### config.mk
export PLATFORM = sky130hd
export DESIGN_NAME = recip_nr
export DESIGN_NICKNAME = d
export VERILOG_FILES = /design/src/rtl/recip_nr.sv
export SDC_FILE = /design/constraint.sdc
export NUM_CORES = 2
export LEC_CHECK = 0
export CAP_MARGIN = 20
export CORE_ASPECT_RATIO = 2
export CORE_MARGIN = 2
export CORE_UTILIZATION = 56
export CTS_CLUSTER_SIZE = 28
export DETAILED_ROUTE_END_ITERATION = 16
export GPL_ROUTABILITY_DRIVEN = 1
export MAX_ROUTING_LAYER = met4
export PLACE_DENSITY = 0.71
export SETUP_SLACK_MARGIN = 0.1
export SKIP_LAST_GASP = 1
export SLEW_MARGIN = 20
export SYNTH_ARGS = -nofsm -noshare
export SYNTH_HDL_FRONTEND = slang
export SYNTH_SLANG_ARGS = --single-unit
export TNS_END_PERCENT = 10
### constraint.sdc
create_clock -name clk -period 22.7 [get_ports clk]
set_input_delay 2.27 -clock clk [delete_from_list [all_inputs] [get_ports clk]]
set_output_delay 2.27 -clock clk [all_outputs]
set_load 0.005 [all_outputs]
### src/rtl/recip_nr.sv
// recip_nr: fixed-point reciprocal y = 1/x in signed Q(W-F).F using a
// seed table followed by ITER Newton-Raphson refinements.
//
// Ports:
//   clk        rising-edge clock
//   rst_n      asynchronous active-low reset
//   in_valid   operand strobe; accepted when in_ready is high
//   in_ready   high only while idle
//   x_in       signed operand, Q(W-F).F
//   out_valid  result valid; held until out_ready
//   out_ready  downstream accepts result
//   y_out      signed reciprocal, Q(W-F).F
//   out_err    operand was zero, or negative with SIGNED_MODE=0
//   out_sat    result magnitude clipped to the largest positive value
//   busy       high in every state except idle
module recip_nr #(
   parameter int W           = 32,
   parameter int F           = 16,
   parameter int ITER        = 3,
   parameter int LUT_BITS    = 4,
   parameter int SIGNED_MODE = 1
) (
   input  logic         clk,
   input  logic         rst_n,
   input  logic         in_valid,
   output logic         in_ready,
   input  logic [W-1:0] x_in,
   output logic         out_valid,
   input  logic         out_ready,
   output logic [W-1:0] y_out,
   output logic         out_err,
   output logic         out_sat,
   output logic         busy
);

   localparam int YW    = W + 2;               // unsigned Q2.W estimate
   localparam int PW    = 2 * YW;              // shared multiplier product
   localparam int DW    = 2 * W + 2;           // denormalisation headroom
   localparam int LZW   = $clog2(W) + 1;
   localparam int SW    = $clog2(2 * W + 1) + 1;
   localparam int LUT_N = 2 ** LUT_BITS;

   localparam logic [YW-1:0] TWO_Q  = {2'b10, {W{1'b0}}};
   localparam logic [W-1:0]  MAXPOS = {1'b0, {(W-1){1'b1}}};

   typedef enum logic [2:0] {
      S_IDLE,
      S_NORM,
      S_SEED,
      S_ITER,
      S_DENORM,
      S_OUT
   } state_t;

   state_t                r_state;
   state_t                w_next;
   logic                  r_sign;
   logic [W-1:0]          r_mag;      // |x| at accept, normalised mantissa after NORM
   logic signed [SW-1:0]  r_shift;    // W-F+e, final right-shift amount
   logic [YW-1:0]         r_y;
   logic [YW-1:0]         r_t;
   logic                  r_phase;
   logic [2:0]            r_cnt;
   logic [W-1:0]          r_y_out;
   logic                  r_err;
   logic                  r_sat;

   logic                  w_accept;
   logic                  w_bad;
   logic [LZW-1:0]        w_lz;
   logic [YW-1:0]         w_lut [LUT_N];
   logic [YW-1:0]         w_mul_b;
   logic [PW-1:0]         w_prod;
   logic [YW-1:0]         w_prod_sh;
   logic [SW-1:0]         w_shamt;
   logic [DW-1:0]         w_mag;
   logic                  w_sat;
   logic [W-1:0]          w_r;

   // round(2^(W+L+1) / (2^L + i + 0.5)), written with an odd divisor so the
   // half-up rounding never meets an exact tie.
   function automatic logic [YW-1:0] seed_val(input int unsigned idx);
      logic [127:0] num;
      logic [127:0] den;
      logic [127:0] q;
      num = 128'd1 << (W + LUT_BITS + 2);
      den = (128'd1 << (LUT_BITS + 1)) + 128'(2 * idx + 1);
      q   = (num + (den >> 1)) / den;
      return q[YW-1:0];
   endfunction

   for (genvar gi = 0; gi < LUT_N; gi++) begin : g_lut
      assign w_lut[gi] = seed_val(gi);
   end

   assign y_out   = r_y_out;
   assign out_err = r_err;
   assign out_sat = r_sat;

   assign w_bad = (r_mag == '0) || (r_sign && (SIGNED_MODE == 0));

   always_comb begin
      w_lz = LZW'(W);
      for (int unsigned k = 0; k < W; k++) begin
         if (r_mag[k]) w_lz = LZW'(W - 1 - k);
      end
   end

   // One multiplier serves both halves of an iteration:
   // phase 0 forms t = m*y, phase 1 forms y*(2 - t).
   assign w_mul_b   = r_phase ? (TWO_Q - r_t) : {2'b00, r_mag};
   assign w_prod    = PW'(r_y) * PW'(w_mul_b);
   assign w_prod_sh = YW'(w_prod >> W);

   assign w_shamt = r_shift[SW-1] ? SW'(-r_shift) : SW'(r_shift);
   assign w_mag   = r_shift[SW-1] ? (DW'(r_y) << w_shamt) : (DW'(r_y) >> w_shamt);
   assign w_sat   = (w_mag > DW'(MAXPOS));
   assign w_r     = w_sat ? MAXPOS : W'(w_mag);

   always_ff @(posedge clk or negedge rst_n) begin
      if (!rst_n) r_state <= S_IDLE;
      else        r_state <= w_next;
   end

   always_comb begin
      w_next    = r_state;
      in_ready  = 1'b0;
      busy      = 1'b1;
      out_valid = 1'b0;
      w_accept  = 1'b0;
      case (r_state)
         S_IDLE: begin
            in_ready = 1'b1;
            busy     = 1'b0;
            w_accept = in_valid;
            if (in_valid) w_next = S_NORM;
         end
         S_NORM:   w_next = w_bad ? S_OUT : S_SEED;
         S_SEED:   w_next = S_ITER;
         S_ITER: begin
            if (r_phase && (r_cnt == 3'(ITER - 1))) w_next = S_DENORM;
         end
         S_DENORM: w_next = S_OUT;
         S_OUT: begin
            out_valid = 1'b1;
            if (out_ready) w_next = S_IDLE;
         end
         default:  w_next = S_IDLE;
      endcase
   end

   always_ff @(posedge clk or negedge rst_n) begin
      if (!rst_n) begin
         r_sign  <= 1'b0;
         r_mag   <= '0;
         r_shift <= '0;
         r_y     <= '0;
         r_t     <= '0;
         r_phase <= 1'b0;
         r_cnt   <= '0;
         r_y_out <= '0;
         r_err   <= 1'b0;
         r_sat   <= 1'b0;
      end else begin
         case (r_state)
            S_IDLE: begin
               if (w_accept) begin
                  r_sign <= x_in[W-1];
                  r_mag  <= x_in[W-1] ? (-x_in) : x_in;
                  r_err  <= 1'b0;
                  r_sat  <= 1'b0;
               end
            end
            S_NORM: begin
               if (w_bad) begin
                  r_y_out <= '0;
                  r_err   <= 1'b1;
               end else begin
                  r_mag   <= r_mag << w_lz;
                  r_shift <= SW'(2 * (W - F)) - SW'(w_lz);
               end
            end
            S_SEED: begin
               r_y     <= w_lut[r_mag[W-2 -: LUT_BITS]];
               r_phase <= 1'b0;
               r_cnt   <= '0;
            end
            S_ITER: begin
               if (!r_phase) begin
                  r_t     <= w_prod_sh;
                  r_phase <= 1'b1;
               end else begin
                  r_y     <= w_prod_sh;
                  r_phase <= 1'b0;
                  r_cnt   <= r_cnt + 3'd1;
               end
            end
            S_DENORM: begin
               r_y_out <= r_sign ? (-w_r) : w_r;
               r_sat   <= w_sat;
            end
            default: ;
         endcase
      end
   end

endmodule

==> summary.txt <==
run status - finished clean
DRT iter0 DRCs - 4094
Die X - 220 um
Multi-input gate area - 42500 um^2
FF-to-FF path depth - 37
hold path depth - 1
Syn. warnings - 0
Synth Area per Inst - 8.53 um^2
RD Place Congestion - 1.06
fin crit share - 53.0%
flip-flop and latch area - 3760 um^2
IO buf count - 72
Worst Path Arrival - 12.38 ns
Sum Neg Setup Slack - 0 ns
Post-DRT Antenna Nets - 0
Hold Startpoint - r_y[0]
# setup viols final - 0
relative slew slack - 16.5%
# DRC - 0
post-CTS setup buffer count - 0
Design Area, Final - 54400 um^2
synthesized cell area - 52100 um^2
most frequent CP cell - fa_1
#FFs+latches synth - 149
WHS Endpoint - r_y[0]
Post-synth top flop - dfrtp_1
Max stage delay on crit path - 0.67 ns
Die Span Y - 435 um
number of max-cap violations - 0
CTS Buffer Depth - 2
metal1 wirelength - 58.3 mm
unrepaired setup endpoints after global routing - no
core box area - 92500 um^2
sequential cell area fraction in the yosys report - 7.16%
largest net degree at the start of global routing - 102
largest cells by area after synthesis - fa_1, inv_1, nand2_1
met3 WL - 15.6 mm
met2 WL - 95.0 mm
total CTS buffers - 17
first-pass detailed-route iteration total - 7
worst-skew pair later-pin latency - 0.51 ns
most frequent cells in the layout - inv_1, nand2_1, fa_1
synthesized instance count - 6109
Syn Nets - 7447
Max Freq - 83.2 MHz
crit path capture type - flip-flop
initial antenna violation count - 8
Sinks on Clock Net - 149
final core occ - 58.8%
routed wire length per instance - 27.3 um
crit path time final - 12.02 ns
CP required - 23.05 ns
DR top layer - met4
Synth cell types - 95
# IOs - 73
clk_skew - 0.0158 ns
CTS root buf - clkbuf_16
hold_buf cts - 0
Worst-path clk slew - 0.07 ns
share of post-route cells with drive strength above 1 - 5.61%
Vias/cell - 6.35
vias - 45250
Synth top area share - 39.1%
startpoint types - flip-flop
Least-Margin Pin Slew - 1.22 ns
fin worst setup slack - 10.68 ns
Area Growth Syn to Fin - 4.38%
post-DP HPWL - 143 mm
GRT overflow - 0
worst-path fanout max - 34
R2R Path Start - r_t[3]
DP Worst Slack - 10.89 ns
reg-to-reg setup timing slack - 10.68 ns
Post-synth EDFFs - 0
GRT Overall Usage - 43.2%
Crit Path Class - reg2reg
Post-synth ARST share - 100%
TritonCTS clock tree - built
initial core utilization - 56.3%
commonest non-fill, non-tap cell in the layout - inv_1
total detailed-routing wirelength - 195 mm
post-synth top area cell - fa_1
vias in the first global route - 48928
Hold Path Class - reg2reg
slowest CP cell - a311oi_1
Resized Gates After CTS - 0
# H-tree levels - 4
Fillers - 8367
first-pass GRT wire length - 293 mm
worst reg2reg path endpoint - r_t[33]
die area - 95600 um^2
Max Transition Viols Final - 0
# rows - 158
Layout Nets - 7238
Placement Cell Area - 53700 um^2
Final Hold Fails - 0
[stage by stage]
| stage | hold slack (ns) | instances |
|---|---|---|
| 2_1_floorplan | 0.465 | 6109 |
| 3_3_place_gp | 0.461 | 7079 |
| 3_5_place_dp | 0.469 | 7079 |
| 4_1_cts | 0.485 | 7111 |
| 5_1_grt | 0.511 | 7119 |
| 6_report | 0.485 | 7121 |
[kinds of logic (layout without fill, tap and decap cells)]
family          after synthesis  in the layout  share of synthesized area (%)
compound gates              764            764                           9.79
xor+xnor                    113            113                           1.93
fa+ha+maj                  1302           1302                           45.9
buf+inv                    1574           1378                           11.7
flops                       149            149                           7.16
mux                         266            266                           6.32
other cells                   0              8                              0
simple gates               1941           1941                           17.2
[per-layer routing]
layer,global-route usage (%),vias up
met4,43.3,0
met5,-,-
met2,70.2,2665
met1,41.0,22557
met3,9.24,1362
li1,-,18666
[sequential cells by signal (all words and copies together) (netlist names)]
signal	cells
out_err	1
y_out	32
r_shift	7
r_cnt	3
r_t	34
r_mag	32
r_state	3
out_sat	1
r_y	34
r_phase	1
r_sign	1
[worst max-delay path: cells and delay by family (launching register included)]
family / cells / cell delay, ns
AO/OA/AOI/OAI: 11 / 3.19
AND/OR/NAND/NOR: 7 / 2.74
flip-flops: 1 / 0.45
multiplexers: 1 / 0.27
buffers and inverters: 7 / 0.59
XOR/XNOR: 2 / 0.30
adder cells (fa/ha/maj): 9 / 4.29
[area by class of cell]
cell class	instances	share of cell area, %
multi-input combinational	4386	78.2
antenna	8	0.0368
timing repair buffer	187	2.94
clock buffer	17	0.782
tap	1200	2.76
sequential	149	6.91
clock inverter	15	0.338
inverter	1159	8.00
[synthesized netlist by cell type (all sizes together), types with 25 or more instances]
| library cell | number |
|---|---|
| a211oi | 51 |
| a21o | 38 |
| a21oi | 143 |
| and2 | 210 |
| and3 | 43 |
| buf | 63 |
| clkbuf | 352 |
| dfrtp | 149 |
| fa | 1018 |
| ha | 284 |
| inv | 1157 |
| mux2 | 63 |
| mux2i | 161 |
| mux4 | 42 |
| nand2 | 1046 |
| nand2b | 40 |
| nand3 | 74 |
| nand4 | 25 |
| nor2 | 199 |
| nor2b | 149 |
| nor3 | 70 |
| o211ai | 25 |
| o21a | 25 |
| o21ai | 200 |
| o31ai | 29 |
| xnor2 | 79 |
| xor2 | 34 |
[worst max path at each step]
stage	startpoint	cells past startpoint	end
finish	r_t[3]	37	r_t[33]
global route	r_t[3]	37	r_y[33]
CTS	r_t[3]	37	r_t[33]
detailed placement	r_t[3]	37	r_t[33]
global placement	r_t[3]	37	r_t[33]
floorplan	r_t[3]	35	r_t[33]
Power is left out: the tool's default activity adds up to more than one toggle a clock period on the data nets, which glitch-free logic cannot reach.
